[src/rtl/mqnic_rx_queue_map_pkg.sv]
// Shared definitions for the RX queue-map indirection table fill sequencer.
//
// Contents:
//   RESP_OKAY       - AXI-lite OKAY response code
//   AXIL_PROT_DATA  - protection bits used for table accesses
//   fill_state_t    - sequencer state encoding
//   tbl_entry_addr  - byte address of one table entry

package mqnic_rx_queue_map_pkg;

  localparam logic [1:0] RESP_OKAY      = 2'b00;
  localparam logic [2:0] AXIL_PROT_DATA = 3'b010;

  // ST_ADV is the advance step between entries; it is where the index and
  // offset counters move on and where the last entry is detected.
  typedef enum logic [2:0] {
    ST_IDLE,
    ST_WR,
    ST_WAIT_B,
    ST_RD,
    ST_WAIT_R,
    ST_ADV,
    ST_DONE
  } fill_state_t;

  // Each port owns 2**tbl_addr_width consecutive 32-bit entries.
  function automatic logic [63:0] tbl_entry_addr(
    input logic [63:0] base,
    input logic [31:0] port,
    input logic [31:0] idx,
    input int unsigned tbl_addr_width
  );
    return base + (((64'(port) << tbl_addr_width) + 64'(idx)) << 2);
  endfunction

endpackage

[src/rtl/mqnic_rr_index_gen.sv]
// Round-robin index generator for the indirection table fill.
//
// Ports:
//   clk, rst_n   - clock, asynchronous active-low reset
//   clear        - restart both counters at zero (new command)
//   advance      - step to the next table entry
//   queue_count  - number of queues in the spread (nonzero while in use)
//   idx          - current table entry index
//   off          - current queue offset, always < queue_count
//   last         - idx is the final entry of the table

module mqnic_rr_index_gen
  import mqnic_rx_queue_map_pkg::*;
#(
  parameter int IDX_WIDTH   = 8,
  parameter int COUNT_WIDTH = 11
) (
  input  logic                   clk,
  input  logic                   rst_n,
  input  logic                   clear,
  input  logic                   advance,
  input  logic [COUNT_WIDTH-1:0] queue_count,
  output logic [IDX_WIDTH-1:0]   idx,
  output logic [COUNT_WIDTH-1:0] off,
  output logic                   last
);

  // One extra bit so the increment can never alias back onto queue_count.
  logic [COUNT_WIDTH:0] off_inc;
  logic                 off_wrap;

  assign off_inc  = {1'b0, off} + (COUNT_WIDTH+1)'(1);
  assign off_wrap = (off_inc == {1'b0, queue_count});
  assign last     = &idx;

  // The modulo is a compare-and-wrap: off only ever grows by one, so it wraps
  // exactly when it reaches queue_count. A count larger than the table simply
  // never triggers the wrap.
  always_ff @(posedge clk or negedge rst_n) begin
    if (!rst_n) begin
      idx <= '0;
      off <= '0;
    end else if (clear) begin
      idx <= '0;
      off <= '0;
    end else if (advance) begin
      idx <= idx + IDX_WIDTH'(1);
      off <= off_wrap ? '0 : off_inc[COUNT_WIDTH-1:0];
    end
  end

endmodule

[src/rtl/mqnic_rx_indir_tbl_fill.sv]
// Indirection table fill sequencer: programs one port's RX queue-map table
// over AXI-lite with entry i = base_queue + (i mod queue_count), optionally
// reading every entry back to confirm it.
//
// Ports:
//   clk, rst_n        - clock, asynchronous active-low reset
//   cmd_*             - fill command (port, base queue, count, verify, function id)
//   cmd_valid/ready   - command handshake, ready only while idle
//   sts_done/error    - completion pulse and failure flag
//   sts_busy          - command in progress
//   m_axil_*          - AXI-lite master towards the queue-map table slave

module mqnic_rx_indir_tbl_fill
  import mqnic_rx_queue_map_pkg::*;
#(
  parameter int PORTS                = 1,
  parameter int QUEUE_INDEX_WIDTH    = 10,
  parameter int INDIR_TBL_ADDR_WIDTH = 8,
  parameter int AXIL_DATA_WIDTH      = 32,
  parameter int AXIL_ADDR_WIDTH      = $clog2(PORTS) + INDIR_TBL_ADDR_WIDTH + 2,
  parameter logic [AXIL_ADDR_WIDTH-1:0] AXIL_BASE_ADDR = '0,
  parameter int FUNCTION_ID_WIDTH    = 8,
  parameter int PORT_WIDTH           = (PORTS > 1) ? $clog2(PORTS) : 1
) (
  input  logic                           clk,
  input  logic                           rst_n,

  input  logic [PORT_WIDTH-1:0]          cmd_port,
  input  logic [QUEUE_INDEX_WIDTH-1:0]   cmd_base_queue,
  input  logic [QUEUE_INDEX_WIDTH:0]     cmd_queue_count,
  input  logic                           cmd_verify,
  input  logic [FUNCTION_ID_WIDTH-1:0]   cmd_function_id,
  input  logic                           cmd_valid,
  output logic                           cmd_ready,

  output logic                           sts_done,
  output logic                           sts_error,
  output logic                           sts_busy,

  output logic [AXIL_ADDR_WIDTH-1:0]     m_axil_awaddr,
  output logic [FUNCTION_ID_WIDTH-1:0]   m_axil_awuser,
  output logic [2:0]                     m_axil_awprot,
  output logic                           m_axil_awvalid,
  input  logic                           m_axil_awready,
  output logic [AXIL_DATA_WIDTH-1:0]     m_axil_wdata,
  output logic [AXIL_DATA_WIDTH/8-1:0]   m_axil_wstrb,
  output logic                           m_axil_wvalid,
  input  logic                           m_axil_wready,
  input  logic [1:0]                     m_axil_bresp,
  input  logic                           m_axil_bvalid,
  output logic                           m_axil_bready,
  output logic [AXIL_ADDR_WIDTH-1:0]     m_axil_araddr,
  output logic [FUNCTION_ID_WIDTH-1:0]   m_axil_aruser,
  output logic [2:0]                     m_axil_arprot,
  output logic                           m_axil_arvalid,
  input  logic                           m_axil_arready,
  input  logic [AXIL_DATA_WIDTH-1:0]     m_axil_rdata,
  input  logic [1:0]                     m_axil_rresp,
  input  logic                           m_axil_rvalid,
  output logic                           m_axil_rready
);

  localparam int COUNT_WIDTH = QUEUE_INDEX_WIDTH + 1;

  fill_state_t state, state_next;

  logic [PORT_WIDTH-1:0]           port_q;
  logic [QUEUE_INDEX_WIDTH-1:0]    base_q;
  logic [COUNT_WIDTH-1:0]          count_q;
  logic                            verify_q;
  logic [FUNCTION_ID_WIDTH-1:0]    func_q;
  logic                            err_q, err_d;
  logic                            awvalid_q, awvalid_d;
  logic                            wvalid_q, wvalid_d;
  logic                            arvalid_q, arvalid_d;
  logic                            start, advance;

  logic [INDIR_TBL_ADDR_WIDTH-1:0] idx;
  logic [COUNT_WIDTH-1:0]          off;
  logic                            last;
  logic [QUEUE_INDEX_WIDTH-1:0]    wr_value;
  logic [AXIL_ADDR_WIDTH-1:0]      entry_addr;
  logic                            unused_rdata_hi;

  mqnic_rr_index_gen #(
    .IDX_WIDTH   (INDIR_TBL_ADDR_WIDTH),
    .COUNT_WIDTH (COUNT_WIDTH)
  ) u_index_gen (
    .clk         (clk),
    .rst_n       (rst_n),
    .clear       (start),
    .advance     (advance),
    .queue_count (count_q),
    .idx         (idx),
    .off         (off),
    .last        (last)
  );

  // Value and address are derived from the counters, which only move in the
  // advance step, so both are stable for the whole write/read of an entry.
  // The sum is taken wide and truncated, which gives the mod-2**width wrap.
  assign wr_value   = QUEUE_INDEX_WIDTH'({1'b0, base_q} + off);
  assign entry_addr = AXIL_ADDR_WIDTH'(tbl_entry_addr(64'(AXIL_BASE_ADDR), 32'(port_q),
                                                      32'(idx), INDIR_TBL_ADDR_WIDTH));

  assign unused_rdata_hi = ^m_axil_rdata[AXIL_DATA_WIDTH-1:QUEUE_INDEX_WIDTH];

  assign m_axil_awaddr  = entry_addr;
  assign m_axil_araddr  = entry_addr;
  assign m_axil_awuser  = func_q;
  assign m_axil_aruser  = func_q;
  assign m_axil_awprot  = AXIL_PROT_DATA;
  assign m_axil_arprot  = AXIL_PROT_DATA;
  assign m_axil_wdata   = AXIL_DATA_WIDTH'(wr_value);
  assign m_axil_wstrb   = '1;
  assign m_axil_awvalid = awvalid_q;
  assign m_axil_wvalid  = wvalid_q;
  assign m_axil_arvalid = arvalid_q;

  // State and channel valids. Reset drops every valid immediately, which
  // abandons any burst in flight.
  always_ff @(posedge clk or negedge rst_n) begin
    if (!rst_n) begin
      state     <= ST_IDLE;
      err_q     <= 1'b0;
      awvalid_q <= 1'b0;
      wvalid_q  <= 1'b0;
      arvalid_q <= 1'b0;
    end else begin
      state     <= state_next;
      err_q     <= err_d;
      awvalid_q <= awvalid_d;
      wvalid_q  <= wvalid_d;
      arvalid_q <= arvalid_d;
    end
  end

  // Command fields are captured once at accept and held for the whole fill.
  always_ff @(posedge clk or negedge rst_n) begin
    if (!rst_n) begin
      port_q   <= '0;
      base_q   <= '0;
      count_q  <= '0;
      verify_q <= 1'b0;
      func_q   <= '0;
    end else if (start) begin
      port_q   <= cmd_port;
      base_q   <= cmd_base_queue;
      count_q  <= cmd_queue_count;
      verify_q <= cmd_verify;
      func_q   <= cmd_function_id;
    end
  end

  // Next state, channel valids and status. In WR the aw and w channels are
  // tracked independently through their own valid: a dropped valid means that
  // channel has completed, so either may finish first.
  always_comb begin
    state_next    = state;
    err_d         = err_q;
    awvalid_d     = awvalid_q;
    wvalid_d      = wvalid_q;
    arvalid_d     = arvalid_q;
    start         = 1'b0;
    advance       = 1'b0;
    cmd_ready     = (state == ST_IDLE);
    sts_busy      = (state != ST_IDLE);
    sts_done      = (state == ST_DONE);
    sts_error     = (state == ST_DONE) && err_q;
    m_axil_bready = (state == ST_WAIT_B);
    m_axil_rready = (state == ST_WAIT_R);

    case (state)
      ST_IDLE: begin
        if (cmd_valid) begin
          start = 1'b1;
          err_d = 1'b0;
          if (cmd_queue_count == '0 || 32'(cmd_port) >= 32'(PORTS)) begin
            err_d      = 1'b1;
            state_next = ST_DONE;
          end else begin
            awvalid_d  = 1'b1;
            wvalid_d   = 1'b1;
            state_next = ST_WR;
          end
        end
      end
      ST_WR: begin
        if (awvalid_q && m_axil_awready) awvalid_d = 1'b0;
        if (wvalid_q && m_axil_wready)   wvalid_d  = 1'b0;
        if (!awvalid_d && !wvalid_d)     state_next = ST_WAIT_B;
      end
      ST_WAIT_B: begin
        if (m_axil_bvalid) begin
          if (m_axil_bresp != RESP_OKAY) begin
            err_d      = 1'b1;
            state_next = ST_DONE;
          end else if (verify_q) begin
            arvalid_d  = 1'b1;
            state_next = ST_RD;
          end else begin
            state_next = ST_ADV;
          end
        end
      end
      ST_RD: begin
        if (arvalid_q && m_axil_arready) begin
          arvalid_d  = 1'b0;
          state_next = ST_WAIT_R;
        end
      end
      ST_WAIT_R: begin
        if (m_axil_rvalid) begin
          if (m_axil_rresp != RESP_OKAY ||
              m_axil_rdata[QUEUE_INDEX_WIDTH-1:0] != wr_value) begin
            err_d      = 1'b1;
            state_next = ST_DONE;
          end else begin
            state_next = ST_ADV;
          end
        end
      end
      ST_ADV: begin
        if (last) begin
          state_next = ST_DONE;
        end else begin
          advance    = 1'b1;
          awvalid_d  = 1'b1;
          wvalid_d   = 1'b1;
          state_next = ST_WR;
        end
      end
      ST_DONE: begin
        state_next = ST_IDLE;
      end
      default: begin
        state_next = ST_IDLE;
      end
    endcase
  end

endmodule

[config.mk]
export PLATFORM = sky130hd
export DESIGN_NAME = mqnic_rx_indir_tbl_fill
export DESIGN_NICKNAME = d
export VERILOG_FILES = /design/src/rtl/mqnic_rx_queue_map_pkg.sv /design/src/rtl/mqnic_rr_index_gen.sv /design/src/rtl/mqnic_rx_indir_tbl_fill.sv
export SDC_FILE = /design/constraint.sdc
export NUM_CORES = 1
export LEC_CHECK = 0
export CORE_MARGIN = 8
export CORE_UTILIZATION = 43
export DETAILED_ROUTE_END_ITERATION = 10
export PLACE_DENSITY = 0.75
export SYNTH_ARGS = -nofsm -noshare
export SYNTH_HDL_FRONTEND = slang
export SYNTH_SLANG_ARGS = --single-unit
[constraint.sdc]
create_clock -name clk -period 3.2 [get_ports clk]
set_input_delay 0.32 -clock clk [delete_from_list [all_inputs] [get_ports clk]]
set_output_delay 0.32 -clock clk [all_outputs]
set_load 0.05 [all_outputs]
# Yosys cells after proc, flatten, opt, wreduce, memory -nomap -nowiden
# Cells that the tools add are included.
dict set report op_classes {
  mux 41
  shift 0
  div_mod_pow 0
  order_cmp 1
  bitwise 0
  n_eq_ne 19
  n_addsub 4
  mul 0
  n_reduce_logical 23
}
# cell count
set op_table {}
lappend op_table {{11-bit two-way mux} 3}
lappend op_table {{3-bit two-way mux} 9}
lappend op_table {{1-bit two-way mux} 21}
lappend op_table {{3-bit case mux with 6 select lines} 1}
lappend op_table {{8-bit two-way mux} 2}
lappend op_table {{2-bit inequality test, second input constant} 8}
lappend op_table {{11-bit by 1-bit adder with 12-bit output, second input constant} 1}
lappend op_table {{12-bit by 11-bit equality test with 1-bit output} 1}
lappend op_table {{11-bit logical NOT} 1}
lappend op_table {{10-bit adder} 1}
lappend op_table {{10-bit inequality test} 1}
lappend op_table {{5-bit AND reduction} 2}
lappend op_table {{3-bit equality test, second input constant} 3}
lappend op_table {{1-bit case mux with 3 select lines} 3}
lappend op_table {{3-bit nonzero test} 3}
lappend op_table {{1-bit by 8-bit adder with 8-bit output, first input constant} 1}
lappend op_table {{8-bit by 1-bit adder with 8-bit output, second input constant} 1}
lappend op_table {{8-bit AND reduction} 1}
lappend op_table {{2-bit nonzero test} 4}
lappend op_table {{3-bit by 2-bit equality test with 1-bit output, second input constant} 2}
lappend op_table {{2-bit by 1-bit inequality test with 1-bit output, second input constant} 3}
lappend op_table {{6-bit AND reduction} 1}
lappend op_table {{1-bit logical AND} 5}
lappend op_table {{4-bit AND reduction} 1}
lappend op_table {{7 further kinds} 9}
dict set report word_totals {
  inputBits 75
  memories 0
  mem_bits_ro 0
  wordCells 99
  out_inout_bits 87
  ff_bits 56
  ram_bits 0
  latchBits 0
}

# Depth between registers and ports, before layout
dict set report depth {
  ltp_word 7
  depth_mapped 11
  mapped_depth_nobuf 11
}

# By module
# A second synthesis with hierarchy kept.
dict set report hier_totals {
  cells_unflattened 432
  hier_area_um2 4275.4
}
# mod area_each_um2 cells_per_inst n_inst
set by_module_without_submodules {}
lappend by_module_without_submodules {mqnic_rx_indir_tbl_fill 2750.1 264 1}
lappend by_module_without_submodules {mqnic_rr_index_gen 1525.2 168 1}

# Least setup slack after synthesis
# OpenSTA, ideal clock, no wires.
dict set report synth_timing {
  kind {register -> register}
  start {register u_index_gen.off[0]}
  end {register state[1]}
  path_buffers 0
  path_stages_with_launch 10
  required_time_ns 3.080
  setup_time_ns 0.120
  synth_period_minus_slack_ns 3.277
  t_arrival_ns 3.157
  setup_slack_ns -0.077
  path_cell_list {dfrtp_1 > ha_1 > inv_1 > fa_1 > xnor2_1 > xor2_1 > nor3_1 > o311ai_0 > or4b_1 > a31o_1}
}
dict set report synth_between {
  elab_chain_len 6
}
# item line
set synth_rtl {}
lappend synth_rtl {{start: declaration} mqnic_rr_index_gen.sv:24} ;# output logic [COUNT_WIDTH-1:0] off,
lappend synth_rtl {{start signal: assignment} mqnic_rr_index_gen.sv:48} ;# off <= off_wrap ? '0 : off_inc[COUNT_WIDTH-1:0];
lappend synth_rtl {{10-bit adder} mqnic_rx_indir_tbl_fill.sv:102} ;# assign wr_value = QUEUE_INDEX_WIDTH'({1'b0, base_q} + off);
lappend synth_rtl {{named net m_axil_wdata[2]} mqnic_rx_indir_tbl_fill.sv:45} ;# output logic [AXIL_DATA_WIDTH-1:0] m_axil_wdata,
lappend synth_rtl {{10-bit inequality test} mqnic_rx_indir_tbl_fill.sv:215} ;# m_axil_rdata[QUEUE_INDEX_WIDTH-1:0] != wr_value) begin
lappend synth_rtl {{1-bit logical OR} mqnic_rx_indir_tbl_fill.sv:214} ;# if (m_axil_rresp != RESP_OKAY ||
lappend synth_rtl {{2-bit two-way mux} mqnic_rx_indir_tbl_fill.sv:214}
lappend synth_rtl {{3-bit two-way mux} mqnic_rx_indir_tbl_fill.sv:213} ;# if (m_axil_rvalid) begin
lappend synth_rtl {{3-bit case mux with 6 select lines} mqnic_rx_indir_tbl_fill.sv:173} ;# case (state)
lappend synth_rtl {{end signal: assignment} mqnic_rx_indir_tbl_fill.sv:130} ;# state <= state_next;
lappend synth_rtl {{end: declaration} mqnic_rx_indir_tbl_fill.sv:65} ;# fill_state_t state, state_next;
# The timed path passes the listed nets, and every way through them passes these cells. The select of a mux whose other input is x is not followed.
# A chain may end at the register's enable or synchronous reset.

# Final worst setup path
dict set report layout_timing {
  start {register u_index_gen.off[3]}
  end {output m_axil_wdata[5]}
}
dict set report layout_between {
  elab_chain_len 1
}
# item line
set layout_rtl {}
lappend layout_rtl {{10-bit adder} mqnic_rx_indir_tbl_fill.sv:102}
lappend layout_rtl {{end: declaration} mqnic_rx_indir_tbl_fill.sv:45}
# Every way passes these cells.

==> results.json <==
{
  "nets": 682,
  "placed_cells": 721,
  "drive_gt1_share_pct": 5.87,
  "first_global_vias": 3728,
  "fmax_mhz": 331,
  "cp.required_ns": 2.88,
  "clkSinkCount": 56,
  "p_int_w": 0.00212,
  "yosys_warnings": 0,
  "peakVddDrop_mv": 0.562,
  "area_growth_pct": 24.0,
  "max-cap-violations": 0,
  "worst_slew_pin_slew_ns": 0.857,
  "wire_per_inst_um": 14.7,
  "dieWidth_um": 114,
  "status": "completed",
  "r2r_slack_ns": 0.23,
  "track_usage_pct": 16.0,
  "firstDrtPassIters": 5,
  "place_hpwl_um": 8450,
  "synth_area_leaders": "dfrtp_1 34%, nand2_1 10%, buf_4 9.4%",
  "ys_seq_elements": 56,
  "ctsHoldBuffers": 0,
  "cts_max_level": 2,
  "synth_edf_count": 0,
  "drt_iter0_drc": 232,
  "rows": 36,
  "fillers": 928,
  "netlist.area_leader.share_pct": 33.8,
  "numCtsBuffers": 5,
  "path_max_fanout": 8,
  "rsz0062_at_grt": "false",
  "final_antenna_net_count": 0,
  "clkLatencyLatePin_ns": 0.32,
  "max_slew_margin_pct": 42.9,
  "seq_area_frac_synth_pct": 33.8,
  "vias_per_cell": 5.13,
  "path_class": "reg2out",
  "synth_top_area_cell": "dfrtp_1",
  "crit_chain": "ha_1 > nand3_1 > o221a_2 > xnor2_1 > clkdlybuf4s50_1",
  "cts_tree": "done",
  "skew_ns": 0.0152,
  "stdcell_area_um2": 5140,
  "grt_max_degree": 39,
  "clkPwrFrac_pct": 8.6,
  "setup_slack_ns": 0.179,
  "gr-total-overflow": 0,
  "dpl-instance-area_um2": 5040,
  "die-area_um2": 13000,
  "utilization_pct": 53.8,
  "pre_cts_ws_ns": 0.225,
  "drc_errors": 0,
  "avgSynthCellArea_um2": 8.02,
  "pwr-share-seq_pct": 26.2,
  "p_leak_nw": 2.31,
  "yosysUniqueCellTypes": 65,
  "hold_violations": 0,
  "min_period_ns": 3.02,
  "antenna_found_initial": 0,
  "synthArstFlopShare_pct": 100,
  "max_stage_delay_ns": 0.83,
  "slowest_stage": "clkdlybuf4s50_1",
  "tns_ns": 0,
  "drv_slew": 0,
  "end_kind": "primary output",
  "clk_pin_slew_ns": 0.10,
  "ios": 162,
  "netlist_area_um2": 4140,
  "hp-class": "in2async",
  "setup_viol_count_final": 0,
  "die_h_um": 114,
  "portBuffers": 103,
  "startpoint_type": "flip-flop",
  "floorplan.initialDensity_pct": 43.4,
  "cp.arrival_ns": 2.70,
  "grt_pass1_wl_um": 17300,
  "clockBufferDepth": 2,
  "insertedDiodeCount": 0,
  "root_buffer": "clkbuf_8",
  "vias": 3740,
  "coreArea_um2": 9550,
  "fin_cells": 729,
  "syn-instance-count": 517,
  "place.gp.congestion": 0.943,
  "p_sw_w": 0.00238,
  "comb_power_share_pct": 65.2,
  "fin_crit_sh_pct": 94.4,
  "totalWireLength_um": 10700,
  "p_sw_share_pct": 52.8,
  "synth_flop_cell": "dfrtp_1",
  "p_per_area_nw_per_um2": 877
}
## path summary, 6_finish.rpt
kind                       depth (start not counted)                              to                            from
min in group clk                                   2           base_q[5]$_DFFE_PN0P_           base_q[5]$_DFFE_PN0P_
min reg2reg                                        2           base_q[5]$_DFFE_PN0P_           base_q[5]$_DFFE_PN0P_
max reg2reg                                        8            state[1]$_DFFE_PN0P_  u_index_gen.off[2]$_DFFE_PN0P_
min                                                1    m_axil_aruser[6]$_DFFE_PN0P_                           rst_n
max                                                5                 m_axil_wdata[5]  u_index_gen.off[3]$_DFFE_PN0P_
max in group asynchronous                          2  u_index_gen.off[1]$_DFFE_PN0P_                           rst_n
## flip-flops by register name (all words and copies together), names as in the netlist
register and cells:
m_axil_wvalid 1, base_q 10, err_q 1, state 3, m_axil_awvalid 1, u_index_gen.idx 8, m_axil_arvalid 1, m_axil_aruser 8
verify_q 1, count_q 11, u_index_gen.off 11
## metrics by stage
stage | total power (W) | hold slack, ns
after floorplan | 0.00335 | 0.0244
after global placement | 0.00407 | 0.465
after detailed placement | 0.00413 | 0.471
after CTS | 0.00454 | 0.129
after global routing | 0.00481 | 0.162
final | 0.00450 | 0.105
## critical path, delay by kind of cell, from the launching register on
family | cells | cell delay (ns)
buf+inv | 1 | 0.83
xor+xnor | 1 | 0.15
compound gates | 1 | 0.32
simple gates | 1 | 0.14
flops | 1 | 0.50
fa+ha+maj | 1 | 0.47
## power by group through the flow
stage / Clock [W] / Sequential, W / Combinational, W
6_report: 0.000389 / 0.00118 / 0.00294
5_1_grt: 0.000428 / 0.00122 / 0.00316
4_1_cts: 0.000407 / 0.00118 / 0.00295
3_5_place_dp: 0 / 0.00119 / 0.00294
3_3_place_gp: 0 / 0.00117 / 0.00289
2_1_floorplan: 0 / 0.00134 / 0.00201
## synthesized netlist by cell type (5+ instances only)
cell / count
dfrtp_1: 56
a21oi_1: 18
o21ai_0: 27
nor2b_1: 6
or3_1: 7
nand4_1: 6
xnor2_1: 16
buf_2: 6
nor4_1: 6
inv_1: 19
ha_1: 11
nor2_1: 31
a21o_1: 10
xor2_1: 14
clkbuf_1: 10
buf_4: 52
nand2_1: 111
nor3_1: 16
nand2b_1: 5
nand3_1: 16
## timing repair
action | CTS | global route
setup endpoints to repair | 0 | 2
setup buffers | 0 | 0
resized for setup | 0 | 2
## cell families (layout without fill, tap and decap cells)
kind of cell,count (synthesis),in the layout,synth area share (%)
AOI/OAI and AO/OA,96,96,15.9
xor gates and xnor gates,30,30,6.34
adders and majority gates,12,12,3.80
buffers and inverters,91,136,13.5
DFF,56,56,33.8
muxes,1,1,0.272
other,2,36,0.181
and+or+nand+nor,229,229,26.2
## final cells by class
class | instances | area [um^2] | share of cell area [%]
Sequential cell | 56 | 1400 | 27.3
Timing Repair Buffer | 108 | 1060 | 20.7
Multi-Input combinational cell | 404 | 2340 | 45.6
Clock buffer | 6 | 72.6 | 1.41
Tap cell | 133 | 166 | 3.24
Clock inverter | 2 | 16.3 | 0.317
Inverter | 20 | 75.1 | 1.46
## layer usage
layer / share of wire [%] / global-route usage, % / vias to the layer above
li1: - / - / 1844
met1: 43 / 19.1 / 1760
met2: 47 / 27.5 / 127
met3: 8.6 / 4.64 / 9
met4: 1.0 / 3.99 / 0
met5: 0 / 0 / -
## cell usage in the layout (no fill, tap or decap), types with 2 or more instances in the layout
cell	n
and3_1	2
dfrtp_1	55
a31oi_1	3
nand2b_1	5
xnor2_1	13
clkbuf_8	5
a211oi_1	3
o21bai_1	2
or3_1	7
a211o_1	4
nor2_1	31
a21oi_1	18
nand4_1	6
o2bb2ai_1	2
a21o_1	10
conb_1	36
xnor2_2	3
nand3b_1	2
o32a_1	3
and2_1	2
or2_2	2
nand3_1	16
o22ai_1	3
buf_4	9
nor2b_1	6
ha_1	11
xor2_1	14
o21ai_0	27
o211ai_1	4
nand2_1	111
o221a_2	2
nor3_1	16
nor4b_1	3
inv_1	19
clkdlybuf4s50_1	97
nor3b_1	4
nor4_1	6
Power figures use the tool's default switching activity.
